===== src/rtl/dsp_pipe_pkg.sv =====
// Shared constants and the stage record for the DSP register-chain blocks.
package dsp_pipe_pkg;

  localparam int MAX_DEPTH    = 4;
  localparam int OCC_W        = 3;
  // Width of the data field carried by every stage; narrower chains zero-extend into it.
  localparam int STAGE_DATA_W = 18;

  typedef struct packed {
    logic                    valid;
    logic [STAGE_DATA_W-1:0] data;
  } stage_t;

endpackage


===== src/rtl/pipe_reg.sv =====
// One pipeline stage: holds a {valid, data} record with clock enable,
// synchronous clear and synchronous active-low reset (reset > clear > enable).
module pipe_reg
  import dsp_pipe_pkg::*;
(
  input  logic   clk_i,
  input  logic   rst_n_i,
  input  logic   ce_i,
  input  logic   clr_i,
  input  stage_t d_i,
  output stage_t q_o
);

  stage_t q_q;
  stage_t q_d;

  always_comb begin
    q_d = q_q;
    if (clr_i) begin
      q_d = '0;
    end else if (ce_i) begin
      q_d = d_i;
    end
  end

  always_ff @(posedge clk_i) begin
    if (!rst_n_i) begin
      q_q <= '0;
    end else begin
      q_q <= q_d;
    end
  end

  assign q_o = q_q;

endmodule


===== src/rtl/pipe_reg_chain.sv =====
// DEPTH-stage register chain with clock enable and flush, a popcount of the
// valid bits and a saturating prime counter; DEPTH=0 is a pure wire bypass.
module pipe_reg_chain
  import dsp_pipe_pkg::*;
#(
  parameter int WIDTH_IN = 18,
  parameter int DEPTH    = 2
) (
  input  logic                CLK,
  input  logic                RST_N,
  input  logic                CE,
  input  logic                FLUSH,
  input  logic [WIDTH_IN-1:0] in_data,
  input  logic                in_valid,
  output logic [WIDTH_IN-1:0] out_data,
  output logic                out_valid,
  output logic [OCC_W-1:0]    occupancy,
  output logic                primed
);

  if (DEPTH < 0 || DEPTH > MAX_DEPTH) begin : g_bad_depth
    $error("pipe_reg_chain: DEPTH=%0d outside 0..%0d", DEPTH, MAX_DEPTH);
  end

  if (WIDTH_IN < 1 || WIDTH_IN > STAGE_DATA_W) begin : g_bad_width
    $error("pipe_reg_chain: WIDTH_IN=%0d outside 1..%0d", WIDTH_IN, STAGE_DATA_W);
  end

  if (DEPTH == 0) begin : g_bypass
    assign out_data  = in_data;
    assign out_valid = in_valid;
    assign occupancy = '0;
    assign primed    = 1'b1;
  end else begin : g_chain
    stage_t            stage_q [DEPTH];
    stage_t            head;
    logic [OCC_W-1:0]  occ;
    logic [OCC_W-1:0]  prime_q;
    logic [OCC_W-1:0]  prime_d;

    always_comb begin
      head       = '0;
      head.valid = in_valid;
      head.data  = STAGE_DATA_W'(in_data);
    end

    for (genvar k = 0; k < DEPTH; k++) begin : g_stage
      if (k == 0) begin : g_first
        pipe_reg u_stage (
          .clk_i   (CLK),
          .rst_n_i (RST_N),
          .ce_i    (CE),
          .clr_i   (FLUSH),
          .d_i     (head),
          .q_o     (stage_q[k])
        );
      end else begin : g_next
        pipe_reg u_stage (
          .clk_i   (CLK),
          .rst_n_i (RST_N),
          .ce_i    (CE),
          .clr_i   (FLUSH),
          .d_i     (stage_q[k-1]),
          .q_o     (stage_q[k])
        );
      end
    end

    always_comb begin
      occ = '0;
      for (int i = 0; i < DEPTH; i++) begin
        occ = occ + OCC_W'(stage_q[i].valid);
      end
    end

    // Counts enabled edges since the last reset/flush, stopping at DEPTH.
    always_comb begin
      prime_d = prime_q;
      if (FLUSH) begin
        prime_d = '0;
      end else if (CE && (prime_q != OCC_W'(DEPTH))) begin
        prime_d = prime_q + 1'b1;
      end
    end

    always_ff @(posedge CLK) begin
      if (!RST_N) begin
        prime_q <= '0;
      end else begin
        prime_q <= prime_d;
      end
    end

    assign out_data  = stage_q[DEPTH-1].data[WIDTH_IN-1:0];
    assign out_valid = stage_q[DEPTH-1].valid;
    assign occupancy = occ;
    assign primed    = (prime_q == OCC_W'(DEPTH));
  end

endmodule


===== config.mk =====
export PLATFORM = sky130hd
export DESIGN_NAME = pipe_reg_chain
export DESIGN_NICKNAME = d
export VERILOG_FILES = /design/src/rtl/dsp_pipe_pkg.sv /design/src/rtl/pipe_reg.sv /design/src/rtl/pipe_reg_chain.sv
export SDC_FILE = /design/constraint.sdc
export NUM_CORES = 1
export LEC_CHECK = 0
export ABC_AREA = 1
export BUFFER_PORTS_ARGS = -buffer_cell sky130_fd_sc_hd__buf_4
export CAP_MARGIN = 0
export CORE_MARGIN = 2
export CORE_UTILIZATION = 55
export CTS_BUF_LIST = sky130_fd_sc_hd__clkbuf_4 sky130_fd_sc_hd__clkbuf_8 sky130_fd_sc_hd__clkbuf_16
export DETAILED_ROUTE_END_ITERATION = 10
export MAX_ROUTING_LAYER = met4
export PLACE_DENSITY = 0.83
export SKIP_CTS_REPAIR_TIMING = 1
export SLEW_MARGIN = 30
export SYNTH_ARGS = -nofsm -noshare
export SYNTH_HDL_FRONTEND = slang
export SYNTH_SLANG_ARGS = --single-unit

===== constraint.sdc =====
create_clock -name CLK -period 2.3 [get_ports CLK]
set_clock_uncertainty 0.1 [all_clocks]
set_input_delay 0 -clock CLK [delete_from_list [all_inputs] [get_ports CLK]]
set_output_delay 0 -clock CLK [all_outputs]
set_load 0.005 [all_outputs]

# ---- Yosys cells after proc, flatten, opt, wreduce, memory -nomap -nowiden
# Cells that the tools add are included.
dict set report totals {
  latchBits 0
  mem_count 0
  mem_bits_rw 0
  rom_bits 0
  out_inout_bits 23
  register_bits 41
}
dict set report classes {
  n_eq_ne 2
  bitwise_logic 1
  n_mux 0
  n_lt_le_gt_ge 0
  n_div 0
  n_mul 0
  shift 0
  n_addsub 2
  reduce_logical 2
}
# cell n
set op_table {}
lappend op_table {{$add A3 B1 Y3 const B} 1}
lappend op_table {{$eq A3 B2 Y1 const B} 1}
lappend op_table {{$ne A3 B2 Y1 const B} 1}
lappend op_table {{$add A1 B1 Y2} 1}
lappend op_table {{$reduce_or A2 Y1} 1}
lappend op_table {{$logic_and A1 B1 Y1} 1}
lappend op_table {{$not A1 Y1} 1}

# ---- Longest topological paths before layout
# Gate-level depths: netlist of run 1.
dict set report logic_depth {
  ltp_word 2
  depth_mapped 6
}

# ---- Cells and area by module
# Synthesis of run 1 repeated with hierarchy kept, for this count alone.
dict set report hier_totals {
  cells_unflattened 193
  area_unflattened_um2 1649.1
}
# module instances cells_per_inst area_per_inst_um2
set modules_own_cells {}
lappend modules_own_cells {pipe_reg 2 83 718.2}
lappend modules_own_cells {pipe_reg_chain 1 27 212.7}

# ---- Worst setup path after synthesis of run 1
# Ideal clock, no wire load.
dict set report synth_timing {
  path_type {register to register}
  from {reg g_chain.prime_q[0]}
  to {reg g_chain.prime_q[0]}
  slack_ps 1221
  arrival_ps 864
  t_required_ps 2085
  stages_incl_launch_ff 7
  period_less_slack_ps 1079
  path_cell_list {dfxtp_1 > inv_1 > ha_1 > nand2_1 > nand3_1 > nand2_1 > nor2_1}
}
dict set report synth_between {
  elab_chain_len 2
  word_cells_on_any_way 3
  classes_between {add/sub (1); eq/ne (1); reduce/logical (1)}
}
# item line_no
set synth_rtl {}
lappend synth_rtl {{start: declaration} pipe_reg_chain.sv:38} ;# logic [OCC_W-1:0] prime_q;
lappend synth_rtl {{start signal: assignment} pipe_reg_chain.sv:90} ;# prime_q <= prime_d;
lappend synth_rtl {{parallel branches: the longest is 2 deep, another holds $add A3 B1 Y3} -}
# Several ways; the timed one is not identified.
# A chain may end at the register's enable or synchronous reset.

# ---- Final worst setup path of run 1
dict set report layout_timing {
  from {reg g_chain.prime_q[0]}
  to {out primed}
}
dict set report layout_between {
  elab_chain_len 1
}
# item line_no
set layout_rtl {}
lappend layout_rtl {{$eq A3 B2 Y1} pipe_reg_chain.sv:97} ;# assign primed = (prime_q == OCC_W'(DEPTH));
lappend layout_rtl {{end: declaration} pipe_reg_chain.sv:18} ;# output logic primed
# No other way between the ends.

==> impl_metrics.csv, run 1 <==
group,metric,value,unit
setup_path,crit_required,2200,ps
global_routing,grt_use_total,18.4,%
placement,io_buffer_count,44,
placement,placed_cell_area,1910,um^2
drt,via_per_inst,4.84,
setup_path,r2r_end,"g_chain.prime_q[1]$_SDFFE_PP0P_",
run_status,violations,"DRC",
hold_path,holdCritStartpoint,"CE",
power,vdd_drop_max,0.433,mV
setup_path,cp-end-kind,"output pin",
power,power.density,562,nW/um^2
sta,slew_violations,0,
final_layout,design_area,2180,um^2
die,die_y,59.0,um
drt,drc_errors,4,
final_layout,drive_above_1_share,33.7,%
synthesis,syn_inst,195,
placement,place_congestion,0.742,
drt,wire_per_inst,11.5,um
synthesis,yosys_register_bits,41,
power,p_leak,0.000880,uW
die,core-area,2810,um^2
drt,num_vias,1384,
global_routing,antenna_found_initial,0,
clocking,cts-root-buf,"clkbuf_4",
setup_path,critPathKind,"reg2out",
clocking,numCtsBuffers,5,
drt,ant_nets,0,
clocking,h-tree-depth,2,
hold_path,worstHoldEndpoint,"g_chain.g_stage[1].g_next.u_stage.q_o[8]$_SDFFE_PP0P_",
sta,finalSetupViolations,0,
die,dieWidth,59.0,um
synthesis,ys_warn_count,0,
setup_path,crit_path_start_kind,"flop",
sta,worstMarginPinSlew,814,ps
final_layout,nNetsFinal,280,
die,initial_utilization,59.2,%
setup_path,cp-startpoint,"g_chain.prime_q[0]$_SDFFE_PP0P_",
final_layout,insertedDiodeCount,0,
sta,rsz0062_at_grt,"no",
sta,finalCritPeriodShare,61.5,%
final_layout,final_core_util,77.6,%
flow_run,drv_cap,0,
die,die_area,3480,um^2
global_routing,grt_max_degree,44,
global_routing,grt_pass1_vias,1171,
synthesis,syn_area_per_cell,8.52,um^2
setup_path,crit_fanout,5,
sta,finalSetupTns,0,ps
hold_path,hp-class,"in2reg",
setup_path,ff2ff_path_depth,6,
run_status,status,"complete, but fails checks",
synthesis,synth_cell_types,19,
clocking,cts_tree,"yes",
clocking,cts_sinks,41,
drt,dr.pass1.iters,7,
synthesis,yosysTopAreaCell,"dfxtp_1",
synthesis,syn_area,1660,um^2
global_routing,grt_first_pass_wirelength,4770,um
sta,max-slew-margin-rel,45.6,%
setup_path,worst_ep_arrival_time,1320,ps
sta,finalHoldViolations,0,
sta,fmax,0.707,GHz
clocking,clkSlewWorstSetupHoldPaths,110,ps
hold_path,min_path_cells,4,
clocking,clock_path_buffers,2,
synthesis,synth_top_area_share,49.4,%
drt,drtIter0Drc,46,
synthesis,ys_seq_area_share,49.4,%
synthesis,syn_nets,221,
clocking,insertion_delay,340,ps
die,pin_count,46,
setup_path,r2r_slack,1110,ps
drt,drt_wl_total,3280,um
synthesis,synth_area_leaders,"dfxtp_1 49%, nand2_1 16%, a21oi_2 11%",
sta,period_needed,1420,ps
final_layout,area_delta_synth_final,30.9,%
die,rows,19,
global_routing,grt.overflow.total,0,
setup_path,reg2reg_from,"g_chain.prime_q[0]$_SDFFE_PP0P_",
==> where the power goes <==
group | switching (uW) | internal [uW] | leakage (uW) | total, uW
Combinational | 69.7 | 72.2 | 0.000512 | 142
Clock | 218 | 128 | 0.0000354 | 346
Sequential | 9.35 | 725 | 0.000332 | 734
==> cells in the final DEF, fill, tap and decap left out, drive strengths merged <==
cell type / n
nand3: 2
ha: 3
inv: 5
nand2: 82
clkbuf: 6
dlygate4sd3: 21
conb: 1
clkinv: 3
nor2: 6
buf: 45
dfxtp: 41
a21oi: 40
==> metrics by stage <==
stage,hold WS (ps),setup slack (ps),cells,total power [uW]
after CTS,-194,876,265,1200
after global placement,168,1130,257,862
after detailed placement,174,1120,257,863
after global routing,150,780,286,1270
final,125,885,286,1220
after floorplan,46.5,1220,195,833
==> cell families after synthesis <==
logic type / synth area share [%]
other: 0.226
adder cells (fa/ha/maj): 2.26
AND/OR/NAND/NOR: 22.4
AO/OA/AOI/OAI: 16.6
buffers and inverters: 9.11
flip-flops: 49.4
==> routing by layer <==
layer	wire, um	global-route usage [%]	up-vias
met4	48	7.79	0
li1	-	-	730
met3	145	4.18	5
met2	1580	28.4	32
met1	1510	23.2	617
met5	0	-	-
==> critical path: stages, from the launching register on <==
cell and delay [ps]:
dfxtp_1 390, inv_1 60, ha_1 200, nand2_1 140
inv_1 60, buf_4 130
==> area by class of cell <==
class                           count  area (um^2)
Fill cell                         214          629
Clock buffer                        6         45.0
Clock inverter                      2         10.0
Tap cell                           31         38.8
Inverter                            6         23.8
Timing Repair Buffer               66          548
Multi-Input combinational cell    134          689
Sequential cell                    41          821
==> cells in the mapped netlist, drive strengths merged <==
library cell   n
nand2         82
dfxtp         41
a21oi         40
buf           13
nor2           6
inv            5
ha             3
nand3          2
clkbuf         1
clkinv         1
conb           1
==> registers in the layout, summed over array words and instances (netlist names) <==
register / count
g_chain.g_stage.g_next.u_stage.q_o: 19
g_chain.g_stage.g_first.u_stage.q_o: 19
g_chain.prime_q: 3
==> how the worst max path moves through the flow <==
stage,to,depth (start not counted),slack (ps)
floorplan,g_chain.prime_q[0]$_SDFFE_PP0P_,6,1220
global placement,g_chain.prime_q[1]$_SDFFE_PP0P_,6,1130
detailed placement,g_chain.g_stage[1].g_next.u_stage.q_o[14]$_SDFFE_PP0P_,5,1120
CTS,primed,5,880
global route,primed,5,780
finish,primed,5,880
Power figures use the tool's default switching activity.
==> run 2: changes to the inputs <==
--- a/config.mk
+++ b/config.mk
@@ -9,11 +9,11 @@
 export BUFFER_PORTS_ARGS = -buffer_cell sky130_fd_sc_hd__buf_4
 export CAP_MARGIN = 0
 export CORE_MARGIN = 2
-export CORE_UTILIZATION = 55
+export CORE_UTILIZATION = 46
 export CTS_BUF_LIST = sky130_fd_sc_hd__clkbuf_4 sky130_fd_sc_hd__clkbuf_8 sky130_fd_sc_hd__clkbuf_16
 export DETAILED_ROUTE_END_ITERATION = 10
 export MAX_ROUTING_LAYER = met4
-export PLACE_DENSITY = 0.83
+export PLACE_DENSITY = 0.74
 export SKIP_CTS_REPAIR_TIMING = 1
 export SLEW_MARGIN = 30
 export SYNTH_ARGS = -nofsm -noshare
==> constraint.sdc (replaced) <==
create_clock -name CLK -period 1.25 [get_ports CLK]
set_clock_uncertainty 0.1 [all_clocks]
set_input_delay 0 -clock CLK [delete_from_list [all_inputs] [get_ports CLK]]
set_output_delay 0 -clock CLK [all_outputs]
set_load 0.005 [all_outputs]
==> run 2 against run 1 <==
- the flow now finishes without violations
- worst hold slack improved by 220 ps
- first-iteration DRC count increased by 120%
- via count increased by 0.22%
- die area increased by 18%
- sequential share of layout area decreased by 2.2 points
- register-to-register slack got worse by 1000 ps
- cell count increased by 7.3%
- setup slack got worse by 850 ps
- power increased by 100%
- critical path type unchanged
- critical endpoint unchanged
- largest cell class unchanged
- largest power group unchanged
==> impl_metrics.csv, run 2 (synthesized netlist as in run 1, its figures left out) <==
group,metric,value,unit
run_status,status,"finished, final reports clean",
power,finalPower,2460,uW
clocking,cts_sinks,41,
die,core-area,3420,um^2
setup_path,cp-end-kind,"output pin",
final_layout,filler_cell_count,292,
die,die_area,4110,um^2
drt,wire_per_inst,10.7,um
clocking,numCtsBuffers,5,
final_layout,nNetsFinal,287,
global_routing,grt.overflow.total,0,
final_layout,final-seq-area,823,um^2
global_routing,grt_pass1_vias,1217,
drt,via_per_inst,4.52,
drt,num_vias,1387,
global_routing,grt_max_degree,30,
flow_run,drv_cap,0,
power,power.density,1060,nW/um^2
placement,io_buffer_count,44,
placement,dp_hpwl,1990,um
final_layout,area_delta_synth_final,39.5,%
drt,drc_errors,0,
die,rows,21,
setup_path,worst_ep_arrival_time,1110,ps
clocking,clock_path_buffers,2,
global_routing,antenna_found_initial,0,
drt,dr_wl_met3,155,um
clocking,clkSlewWorstSetupHoldPaths,120,ps
sta,period_needed,1210,ps
clocking,insertion_delay,340,ps
die,dieWidth,64.1,um
final_layout,insertedDiodeCount,0,
sta,fmax,0.824,GHz
drt,wl_met1,1470,um
drt,drtIter0Drc,99,
setup_path,crit_path_start_kind,"flop",
drt,drt_wl_total,3300,um
final_layout,layout_commonest_cell,"nand2_1",
drt,ant_nets,0,
global_routing,grt_use_total,16.3,%
final_layout,layout_common_cells,"71 x nand2_1, 49 x buf_4, 39 x dfxtp_1",
placement,placed_cells,276,
drt,route.met2.wl,1610,um
sta,rsz0062_at_grt,"yes",
die,die_y,64.1,um
final_layout,layout.cells.non_filler,307,
drt,top_layer_used,"met4",
sta,finalSetupViolations,0,
power,p_leak,0.000920,uW
clocking,cts-root-buf,"clkbuf_4",
sta,slew_violations,0,
sta,finalCritPeriodShare,97.1,%
final_layout,multi_input_area,722,um^2
clocking,h-tree-depth,2,
die,pin_count,46,
final_layout,drive_above_1_share,37.5,%
setup_path,crit_fanout,3,
sta,finalHoldViolations,0,
global_routing,grt_first_pass_wirelength,5000,um
setup_path,crit_required,1150,ps
die,initial_utilization,48.6,%
drt,dr.pass1.iters,4,
placement,place_congestion,0.724,
setup_path,critPathKind,"reg2out",
hold_path,hp-class,"in2reg",
clocking,cts_tree,"yes",
power,vdd_drop_max,0.642,mV
run 2: changes by cell type in the layout (fill, tap and decap cells not counted), moves of 2 or more:
cell     before  now
inv_1         4    2
dfxtp_1      41   39
inv_2         1    3
ha_1          3    1
buf_4        45   49
dfxtp_2       0    2
ha_4          0    2
run 2: final cells by class:
| type | count | area share (%) |
|---|---|---|
| flip-flops and latches | 41 | 35.5 |
| multi-input cells | 134 | 31.1 |
| repair buffers | 73 | 26.7 |
| well taps | 46 | 2.48 |
| clock buffers | 5 | 1.62 |
| clock inverters | 2 | 1.51 |
| inverters | 6 | 1.03 |
run 2: report_power, final:
group	internal [uW]	switching (uW)
Combinational	154	135
Sequential	1330	17.5
Clock	407	409
run 2: final timing paths:
check,startpoint,end,slack [ps],cells past startpoint
max reg2reg,g_chain.prime_q[1]$_SDFFE_PP0P_,g_chain.prime_q[1]$_SDFFE_PP0P_,100,5
min,FLUSH,g_chain.prime_q[0]$_SDFFE_PP0P_,350,5
min reg2reg,g_chain.g_stage[1].g_next.u_stage.q_o[1]$_SDFFE_PP0P_,g_chain.g_stage[1].g_next.u_stage.q_o[1]$_SDFFE_PP0P_,370,2
max,g_chain.prime_q[0]$_SDFFE_PP0P_,primed,40,5
run 2: worst max-delay path: stages (launching register included):
cell and delay, ps:
dfxtp_2 370, inv_2 50, ha_4 160, nand2_4 60
inv_2 30, buf_6 100
run 2: metal layers:
metal	GRT usage (%)	vias up
met4	8.51	0
met3	5.81	4
li1	-	742
met1	17.2	608
met2	26.8	33
met5	-	-
run 2: through the flow:
stage / util, % / hold slack (ps) / TNS [ps] / setup WS [ps] / area (um^2)
2_1_floorplan: - / 46.5 / 0 / 171 / 1660
3_3_place_gp: 57.7 / 168 / 0 / 119 / 1970
3_5_place_dp: 57.7 / 173 / 0 / 70.6 / 1970
4_1_cts: 59.9 / -203 / -192 / -192 / 2040
5_1_grt: 67.9 / 345 / -12.0 / -12.0 / 2320
6_report: 67.9 / 348 / 0 / 36.8 / 2320
==> run 3: changes to the inputs <==
--- a/config.mk
+++ b/config.mk
@@ -13,9 +13,10 @@
 export CTS_BUF_LIST = sky130_fd_sc_hd__clkbuf_4 sky130_fd_sc_hd__clkbuf_8 sky130_fd_sc_hd__clkbuf_16
 export DETAILED_ROUTE_END_ITERATION = 10
 export MAX_ROUTING_LAYER = met4
-export PLACE_DENSITY = 0.74
+export PLACE_DENSITY = 0.75
 export SKIP_CTS_REPAIR_TIMING = 1
 export SLEW_MARGIN = 30
 export SYNTH_ARGS = -nofsm -noshare
 export SYNTH_HDL_FRONTEND = slang
+export SYNTH_HIERARCHICAL = 1
 export SYNTH_SLANG_ARGS = --single-unit
==> run 3 against run 2 <==
- the run now ends with hold timing left
- die area decreased by 0.70%
- setup slack got worse by 10 ps
- critical path type unchanged
- maximum frequency shrank 0.85%
- critical path depth is the same
- core utilization shrank 2.1 points
- via count is 0.43% lower
- sequential share of layout area is 1.4 points higher
- count of clock-buffer cells in the layout did not move
- power fell by 10%
- synthesized cell count is 1.0% lower
- worst hold slack worse by 370 ps
==> impl_metrics.csv, run 3 <==
group,metric,value,unit
final_layout,area_delta_synth_final,35.3,%
synthesis,syn_area_per_cell,8.54,um^2
setup_path,critPathKind,"reg2out",
global_routing,grt_pass1_vias,1196,
synthesis,synthAdderAreaFrac,2.28,%
sta,period_needed,1220,ps
flow_run,drv_cap,0,
die,die_area,4080,um^2
synthesis,ys_warn_count,6,
synthesis,yosysTopAreaCell,"dfxtp_1",
setup_path,crit_required,1150,ps
synthesis,synth_edf_count,0,
hold_path,hp-class,"in2reg",
placement,placed_cell_area,1950,um^2
final_layout,layout_commonest_cell,"nand2_1",
clocking,numCtsBuffers,5,
synthesis,yosys_register_bits,41,
drt,via_per_inst,4.54,
sta,worstMarginPinSlew,498,ps
synthesis,ys.flop_type,"dfxtp_1",
clocking,h-tree-depth,2,
run_status,violations,"hold timing",
die,dieWidth,63.9,um
drt,ant_nets,0,
drt,num_vias,1381,
sta,fmax,0.817,GHz
placement,dp_hpwl,2110,um
power,clkPwrFrac,26.4,%
synthesis,synth_top_area_share,49.8,%
power,p_seq_share,61.2,%
synthesis,syn_nets,219,
power,switchingPower,535,uW
global_routing,grt_use_total,17.0,%
drt,wire_per_inst,10.7,um
die,rows,21,
clocking,clkSlewWorstSetupHoldPaths,100,ps
synthesis,synth_top_family_by_area,"simple AND/OR/NAND/NOR gates",
sta,rsz0062_at_grt,"yes",
synthesis,synthArstFlopShare,0,%
clocking,cts_tree,"yes",
global_routing,grt.overflow.total,0,
drt,drtIter0Drc,86,
final_layout,layout_common_cells,"77 x nand2_1, 46 x buf_4, 39 x dfxtp_1",
synthesis,syn_area,1650,um^2
placement,io_buffer_count,44,
synthesis,syn_inst,193,
final_layout,drive_above_1_share,34.1,%
placement,place_congestion,0.730,
die,initial_utilization,48.7,%
setup_path,crit_fanout,6,
run_status,status,"complete, but fails checks",
global_routing,antenna_found_initial,0,
setup_path,crit_path_start_kind,"flop",
final_layout,design_area,2230,um^2
synthesis,synth_compound_area_share,16.7,%
synthesis,synth_most_common_cell,"nand2_1",
power,p_comb_share,12.4,%
power,vdd_drop_max,0.625,mV
power,sw_frac_of_total,24.3,%
sta,hold_slack,-26.5,ps
synthesis,synth_cell_types,16,
power,power.internal,1670,uW
drt,drt_wl_total,3270,um
die,pin_count,46,
synthesis,ys_top_cells_by_count,"77 x nand2_1, 41 x dfxtp_1, 20 x a21oi_1, 20 x a21oi_2",
drt,dr.pass1.iters,4,
die,die_y,63.9,um
power,p_leak,0.000903,uW
synthesis,ys_seq_area_share,49.8,%
synthesis,synth_area_leaders,"dfxtp_1 50%, nand2_1 18%, a21oi_2 11%",
clocking,insertion_delay,340,ps
setup_path,cp-end-kind,"output pin",
clocking,cts_sinks,41,
synthesis,synth.mux.area_fraction,0,%
setup_path,worst_ep_arrival_time,1120,ps
global_routing,grt_max_degree,21,
power,power.density,988,nW/um^2
sta,slew_violations,0,
global_routing,grt_first_pass_wirelength,5240,um
synthesis,synth-xor-area-share,0,%
clocking,clock_path_buffers,2,
sta,finalHoldViolations,2,
die,core-area,3390,um^2
clocking,cts-root-buf,"clkbuf_4",
drt,drc_errors,0,
synthesis,synth_simple_gate_area_share,23.1,%
final_layout,insertedDiodeCount,0,
sta,finalSetupTns,0,ps
sta,finalCritPeriodShare,97.9,%
sta,max-slew-margin-rel,66.7,%
sta,finalSetupViolations,0,
final_layout,nNetsFinal,285,
==> run 3: changes by cell type after synthesis, sizes merged <==
cell    change
inv         +3
nor2        -1
buf         -4
clkinv      -1
nand3       +1
nand2       +1
clkbuf      -1
==> run 3: routing by layer <==
| layer | vias up | track usage [%] | routed length, um |
|---|---|---|---|
| met5 | - | - | 0 |
| met4 | 0 | 10.3 | 83 |
| met3 | 9 | 4.40 | 133 |
| met2 | 26 | 26.6 | 1600 |
| met1 | 608 | 19.5 | 1450 |
| li1 | 738 | - | - |
==> run 3: cell families after synthesis <==
group                    after synthesis
adder cells (fa/ha/maj)                3
other                                  1
flip-flops                            41
AO/OA/AOI/OAI                         40
buffers and inverters                 17
AND/OR/NAND/NOR                       91
==> run 3: worst paths after layout <==
check                                                                              from                                                endpoint  slack [ps]  cells after the start
worst max register to register                          g_chain.prime_q[0]$_SDFFE_PP0P_                         g_chain.prime_q[2]$_SDFFE_PP0P_         200                      6
worst min-delay path                                                              RST_N                         g_chain.prime_q[0]$_SDFFE_PP0P_         -30                      5
worst max-delay path                                    g_chain.prime_q[0]$_SDFFE_PP0P_                                                  primed          30                      5
worst min register to register  g_chain.g_stage[0].g_first.u_stage/q_o[14]$_SDFFE_PP0P_  g_chain.g_stage[1].g_next.u_stage/q_o[14]$_SDFFE_PP0P_         370                      2
==> run 3: power by group through the flow <==
stage | combinational, uW | clock (uW) | sequential (uW)
2_1_floorplan | 146 | 0 | 1380
3_3_place_gp | 217 | 0 | 1380
3_5_place_dp | 218 | 0 | 1380
4_1_cts | 219 | 607 | 1350
5_1_grt | 304 | 662 | 1350
6_report | 273 | 581 | 1350
==> run 3: through the flow <==
step,hold WS [ps],util [%],setup slack (ps),cells,total power [uW]
after global routing,12.6,65.8,-29.9,304,2320
after global placement,165,57.6,168,276,1590
after CTS,-212,58.8,-145,282,2170
final,-26.5,65.8,26.4,304,2200
after floorplan,40.5,-,200,193,1520
after detailed placement,168,57.6,137,276,1600
==> run 3: worst max-delay path: stages, from the launching register on <==
cell,delay [ps]
dfxtp_2,370
inv_2,50
ha_4,150
nand2_4,70
inv_2,40
buf_6,100
==> run 3: area by class of cell <==
class / instances / area, um^2
Clock buffer: 5 / 37.5
Clock inverter: 1 / 5.00
Fill cell: 296 / 1160
Inverter: 8 / 30.0
Multi-Input combinational cell: 135 / 711
Sequential cell: 41 / 823
Tap cell: 46 / 57.6
Timing Repair Buffer: 68 / 567
